<file path="src/rtl/nn_pkg.sv">
// Shared types and helpers for the dense-layer sequencing blocks.
package nn_pkg;

    localparam int unsigned FRAC_BITS = 15;

    typedef enum logic [1:0] {
        S_IDLE,
        S_STREAM,
        S_WAIT_RES,
        S_DONE
    } state_t;

    // Address width for n entries, never narrower than one bit.
    function automatic int unsigned aw(input int unsigned n);
        return (n > 1) ? $clog2(n) : 1;
    endfunction

endpackage

</file>
<file path="src/rtl/feeder_addr_gen.sv">
// Input/neuron counters and weight base register for layer_feeder.
module feeder_addr_gen
    import nn_pkg::*;
#(
    parameter int unsigned NUM_INPUTS  = 784,
    parameter int unsigned NUM_NEURONS = 10,
    parameter int unsigned ACT_AW      = aw(NUM_INPUTS),
    parameter int unsigned W_AW        = aw(NUM_INPUTS * NUM_NEURONS),
    parameter int unsigned N_AW        = aw(NUM_NEURONS)
) (
    input  logic              clk,
    input  logic              rst,
    input  logic              clear_i,
    input  logic              step_i,
    input  logic              next_n_i,
    output logic              last_o,
    output logic              n_last_o,
    output logic [ACT_AW-1:0] act_addr_o,
    output logic [W_AW-1:0]   w_addr_o,
    output logic [N_AW-1:0]   b_addr_o
);

    logic [ACT_AW-1:0] i_q, i_d;
    logic [N_AW-1:0]   n_q, n_d;
    logic [W_AW-1:0]   base_q, base_d;

    assign last_o     = (i_q == ACT_AW'(NUM_INPUTS - 1));
    assign n_last_o   = (n_q == N_AW'(NUM_NEURONS - 1));
    assign act_addr_o = i_q;
    // base_q tracks n*NUM_INPUTS so the weight address needs only an adder.
    assign w_addr_o   = base_q + W_AW'(i_q);
    assign b_addr_o   = n_q;

    always_comb begin
        i_d    = i_q;
        n_d    = n_q;
        base_d = base_q;
        if (clear_i) begin
            i_d    = '0;
            n_d    = '0;
            base_d = '0;
        end else begin
            if (step_i) begin
                i_d = last_o ? '0 : i_q + 1'b1;
            end
            if (next_n_i) begin
                n_d    = n_q + 1'b1;
                base_d = base_q + W_AW'(NUM_INPUTS);
            end
        end
    end

    always_ff @(posedge clk) begin
        if (rst) begin
            i_q    <= '0;
            n_q    <= '0;
            base_q <= '0;
        end else begin
            i_q    <= i_d;
            n_q    <= n_d;
            base_q <= base_d;
        end
    end

endmodule

</file>
<file path="src/rtl/layer_feeder.sv">
// Streams one dense layer through a time-multiplexed neuron and stores each result.
module layer_feeder
    import nn_pkg::*;
#(
    parameter int unsigned DATA_WIDTH  = 16,
    parameter int unsigned NUM_INPUTS  = 784,
    parameter int unsigned NUM_NEURONS = 10,
    parameter int unsigned ACT_AW      = aw(NUM_INPUTS),
    parameter int unsigned W_AW        = aw(NUM_INPUTS * NUM_NEURONS),
    parameter int unsigned N_AW        = aw(NUM_NEURONS)
) (
    input  logic                  clk,
    input  logic                  rst,
    input  logic                  start,
    output logic                  busy,
    output logic                  done,
    output logic [ACT_AW-1:0]     act_addr,
    input  logic [DATA_WIDTH-1:0] act_data,
    output logic [W_AW-1:0]       w_addr,
    input  logic [DATA_WIDTH-1:0] w_data,
    output logic [N_AW-1:0]       b_addr,
    input  logic [DATA_WIDTH-1:0] b_data,
    output logic [DATA_WIDTH-1:0] nrn_data,
    output logic [DATA_WIDTH-1:0] nrn_weight,
    output logic [DATA_WIDTH-1:0] nrn_bias,
    output logic                  nrn_valid,
    input  logic [DATA_WIDTH-1:0] nrn_result,
    input  logic                  nrn_result_valid,
    output logic                  res_wr_en,
    output logic [N_AW-1:0]       res_addr,
    output logic [DATA_WIDTH-1:0] res_data
);

    state_t state_q, state_d;
    logic   valid_q;
    logic   wr_q;
    logic [N_AW-1:0]       res_addr_q;
    logic [DATA_WIDTH-1:0] res_data_q;
    logic clear, step, next_n, capture, last_in, n_last;

    feeder_addr_gen #(
        .NUM_INPUTS (NUM_INPUTS),
        .NUM_NEURONS(NUM_NEURONS),
        .ACT_AW     (ACT_AW),
        .W_AW       (W_AW),
        .N_AW       (N_AW)
    ) u_addr_gen (
        .clk       (clk),
        .rst       (rst),
        .clear_i   (clear),
        .step_i    (step),
        .next_n_i  (next_n),
        .last_o    (last_in),
        .n_last_o  (n_last),
        .act_addr_o(act_addr),
        .w_addr_o  (w_addr),
        .b_addr_o  (b_addr)
    );

    always_comb begin
        state_d = state_q;
        clear   = 1'b0;
        step    = 1'b0;
        next_n  = 1'b0;
        capture = 1'b0;
        case (state_q)
            S_IDLE: begin
                if (start) begin
                    state_d = S_STREAM;
                    clear   = 1'b1;
                end
            end
            S_STREAM: begin
                step = 1'b1;
                if (last_in) state_d = S_WAIT_RES;
            end
            S_WAIT_RES: begin
                if (nrn_result_valid) begin
                    capture = 1'b1;
                    if (n_last) begin
                        state_d = S_DONE;
                    end else begin
                        next_n  = 1'b1;
                        state_d = S_STREAM;
                    end
                end
            end
            S_DONE: begin
                clear   = 1'b1;
                state_d = S_IDLE;
            end
            default: state_d = S_IDLE;
        endcase
    end

    always_ff @(posedge clk) begin
        if (rst) begin
            state_q    <= S_IDLE;
            valid_q    <= 1'b0;
            wr_q       <= 1'b0;
            res_addr_q <= '0;
            res_data_q <= '0;
        end else begin
            state_q <= state_d;
            valid_q <= (state_q == S_STREAM);
            wr_q    <= capture;
            if (capture) begin
                res_addr_q <= b_addr;
                res_data_q <= nrn_result;
            end
        end
    end

    assign busy       = (state_q != S_IDLE);
    assign done       = (state_q == S_DONE);
    assign nrn_valid  = valid_q;
    // RAM data is gated so the neuron side reads zero whenever nothing is streamed.
    assign nrn_data   = valid_q ? act_data : '0;
    assign nrn_weight = valid_q ? w_data   : '0;
    assign nrn_bias   = busy    ? b_data   : '0;
    assign res_wr_en  = wr_q;
    assign res_addr   = res_addr_q;
    assign res_data   = res_data_q;

`ifndef SYNTHESIS
    stray_result_a: assert property (@(posedge clk) disable iff (rst)
        nrn_result_valid |-> (state_q == S_WAIT_RES))
        else $warning("nrn_result_valid seen outside WAIT_RES; ignored");
`endif

endmodule

</file>
<file path="config.mk">
export PLATFORM = sky130hd
export DESIGN_NAME = layer_feeder
export DESIGN_NICKNAME = d
export VERILOG_FILES = /design/src/rtl/nn_pkg.sv /design/src/rtl/feeder_addr_gen.sv /design/src/rtl/layer_feeder.sv
export SDC_FILE = /design/constraint.sdc
export NUM_CORES = 1
export LEC_CHECK = 0
export BUFFER_PORTS_ARGS = -buffer_cell sky130_fd_sc_hd__buf_2
export CAP_MARGIN = 40
export CORE_MARGIN = 5
export CORE_UTILIZATION = 47
export DETAILED_ROUTE_END_ITERATION = 6
export PLACE_DENSITY = 0.9
export SKIP_LAST_GASP = 1
export SYNTH_ARGS = -nofsm -noshare
export SYNTH_HDL_FRONTEND = slang
export SYNTH_HIERARCHICAL = 1
export SYNTH_SLANG_ARGS = --single-unit
</file>
<file path="constraint.sdc">
create_clock -name clk -period 4.45 [get_ports clk]
set_clock_uncertainty 0.2 [all_clocks]
set_input_delay 0.89 -clock clk [delete_from_list [all_inputs] [get_ports clk]]
set_output_delay 0.89 -clock clk [all_outputs]
set_load 0.03 [all_outputs]
</file>
==> flow_summary.json <==
{
  "synthXorXnorAreaFrac_pct": 4.10,
  "ys_ff_latch": 47,
  "top_usage_layer": "met2",
  "fin_setup_tns_ps": 0,
  "ir_drop_v": 0.000268,
  "finalHoldViolCount": 0,
  "wl_per_cell_um": 13.9,
  "ctsRootBufferMaster": "clkbuf_8",
  "layout_min_cycle_time_ps": 3240,
  "synthAdderAreaFrac_pct": 7.92,
  "post-synth-top-area-cell": "dfxtp_1",
  "port_buffers": 166,
  "synth_area_leaders": "dfxtp_1, and2_1, ha_1",
  "preCtsSetupSlack_ps": 1550,
  "syn_to_final_growth_pct": 33.3,
  "maxSlewHeadroom_pct": 42.8,
  "ys.flop_type": "dfxtp_1",
  "regArea_um2": 941,
  "fillCellCount": 511,
  "comb_power_share_pct": 47.2,
  "hold_buffers": 0,
  "postCtsSetupBuffers": 0,
  "dpl_cell_area_um2": 3610,
  "maxCapViolCount": 0,
  "fin_ws_ps": 1210,
  "yosysTopAreaCellShare_pct": 33.8,
  "drt-pass1-iter-count": 4,
  "fin_crit_sh_pct": 72.7,
  "cp-start-kind": "register",
  "ios": 167,
  "grt_util_met2_pct": 37.7,
  "setup_viol": 0,
  "finalMaxSlewViolations": 0,
  "first_iter_violations": 158,
  "multi_input_comb_area_um2": 1700,
  "p_sw_share_pct": 45.3,
  "yosysMostFrequentCell": "nand2_1",
  "leakage_nw": 1.83,
  "netlist_area_um2": 2780,
  "p_seq_share_pct": 33.9,
  "cts_tree": "built",
  "dp_hpwl_um": 6340,
  "cp.arrival_ps": 2150,
  "switchingPower_mw": 0.654,
  "dr_total_vias": 2927,
  "yosysUniqueCellTypes": 46,
  "synth_top_family_by_area": "simple AND/OR/NAND/NOR gates",
  "netlist_instances": 345,
  "rsz0062_at_grt": "false",
  "die_height_um": 86.9,
  "cts_made_buffers": 5,
  "antenna_found_initial": 0,
  "cellPowerDensity_nw_per_um2": 389,
  "tightest_slew_ps": 855,
  "clock-sinks": 47,
  "synth_warnings": 6,
  "criticalPathCategory": "register to primary output",
  "cts_resized": 0,
  "p_clk_share_pct": 18.9,
  "grt.total_usage_pct": 20.1,
  "nNetsFinal": 583,
  "timing.fmax_mhz": 309,
  "routabilityCongestion": 0.840,
  "fp.coreArea_um2": 5850,
  "synth_mux_area_share_pct": 1.08,
  "via_per_inst": 5.10,
  "fin_area_um2": 3710,
  "async_reset_ff_share_pct": 0,
  "synthTopCellsByCount": "nand2_1, dfxtp_1, and2_1",
  "dieArea_um2": 7550,
  "wirelength_um": 8000,
  "min_path_type": "register to register",
  "cts.clk_slew.worst_paths_ps": 90,
  "synth-simple-area-share_pct": 33.3,
  "crit_fanout": 5,
  "yosysSeqAreaShare_pct": 33.8,
  "drcViolationCount": 0,
  "initial_utilization_pct": 47.5,
  "clockBufferDepth": 2,
  "status": "finished clean",
  "use_met1_pct": 22.0,
  "num_rows": 28,
  "grt_max_degree": 34,
  "critPathCaptureType": "primary output",
  "synth-compound-area-share_pct": 14.9,
  "fp.dieW_um": 86.9,
  "ant_nets": 0,
  "grt_overflow": 0,
  "grt_pass1_vias": 2790,
  "grt_util_met3_pct": 4.82,
  "synthesis.nets": 430,
  "required_ps": 3360,
  "p_int_mw": 0.789,
  "antenna_cells": 0,
  "synth_edf_count": 0,
  "htree_levels": 2,
  "grt_first_pass_wirelength_um": 12300,
  "clk-insertion-delay-late_ps": 300,
  "drive_gt1_share_pct": 35.9,
  "avgSynthCellArea_um2": 8.06
}
## metal layers
layer  part of all wire, %  vias up
met5                     0        -
met4                   1.4        0
met3                   7.8       11
met2                    53      110
met1                    38     1320
li1                      -     1486
## per-stage QoR
stage               cells  utilization [%]  hold WS, ps  total power, mW
floorplan             345                -          285            0.995
global placement      566             61.7          239             1.17
detailed placement    566             61.7          245             1.18
CTS                   574             63.4          257             1.45
global route          574             63.4          279             1.53
finish                574             63.4          255             1.44
## power by group through the flow
stage | clock, mW | combinational [mW] | sequential [mW]
global placement | 0 | 0.672 | 0.495
floorplan | 0 | 0.476 | 0.520
global route | 0.294 | 0.736 | 0.497
CTS | 0.277 | 0.687 | 0.489
finish | 0.272 | 0.681 | 0.489
detailed placement | 0 | 0.683 | 0.498
## cell families (layout without fill, tap and decap cells)
group / count (synthesis) / after routing
AND/OR/NAND/NOR: 170 / 170
buffers and inverters: 32 / 186
multiplexers: 3 / 3
AO/OA/AOI/OAI: 63 / 63
flip-flops: 47 / 47
adder cells (fa/ha/maj): 17 / 17
XOR/XNOR: 13 / 13
## sequential cells by signal (all words and copies together), names as in the netlist
name                   count
res_data                  16
res_wr_en                  1
u_addr_gen/act_addr_o     10
state_q                    2
nrn_valid                  1
u_addr_gen/base_q          9
res_addr                   4
u_addr_gen/b_addr_o        4
## placed cells by master (no fill, tap or decap), types with 2 or more instances in the layout
cell,netlist,layout
and4b_1,3,3
ha_1,16,16
nand3_1,5,5
buf_2,2,166
and2_1,35,35
or3_1,6,6
o31ai_1,4,4
nor2_1,18,18
nand2b_1,4,4
o211ai_1,3,3
a21oi_1,32,32
nor3b_1,5,5
nand2_1,52,52
dfxtp_1,47,47
or4_1,5,5
xor2_1,6,6
nor3_1,2,2
inv_1,12,12
nor2b_1,21,21
nand4_1,6,6
o311ai_0,4,4
mux2i_1,3,3
a211oi_1,2,2
a2111oi_0,2,2
o2111ai_1,2,2
clkbuf_8,0,6
xnor2_1,7,7
o41ai_1,2,2
o21ai_0,5,5
## critical path: stages (launching register included)
cell	delay, ps
dfxtp_1	360
ha_1	230
fa_1	410
a21oi_1	290
o21a_1	210
o311ai_0	140
buf_2	220
## area by class of cell
cell class,instances,area share (%)
tap,75,2.53
clock inverter,1,0.236
timing repair buffer,166,22.4
inverter,12,1.21
sequential,47,25.4
clock buffer,7,2.33
multi-input combinational,266,45.9
## final timing paths
| check | from | endpoint | slack (ps) | cells after the start |
|---|---|---|---|---|
| min reg2reg | res_data[2]$_SDFFE_PP0P_ | res_data[2]$_SDFFE_PP0P_ | 260 | 2 |
| max reg2reg | u_addr_gen/b_addr_o[1]$_SDFFE_PP0P_ | u_addr_gen/base_q[8]$_SDFFE_PP0P_ | 1850 | 7 |
| max | u_addr_gen/act_addr_o[4]$_SDFFE_PP0P_ | w_addr[12] | 1210 | 6 |
| min | res_data[2]$_SDFFE_PP0P_ | res_data[2]$_SDFFE_PP0P_ | 260 | 2 |
No activity file was read; power rests on OpenSTA's default activity.
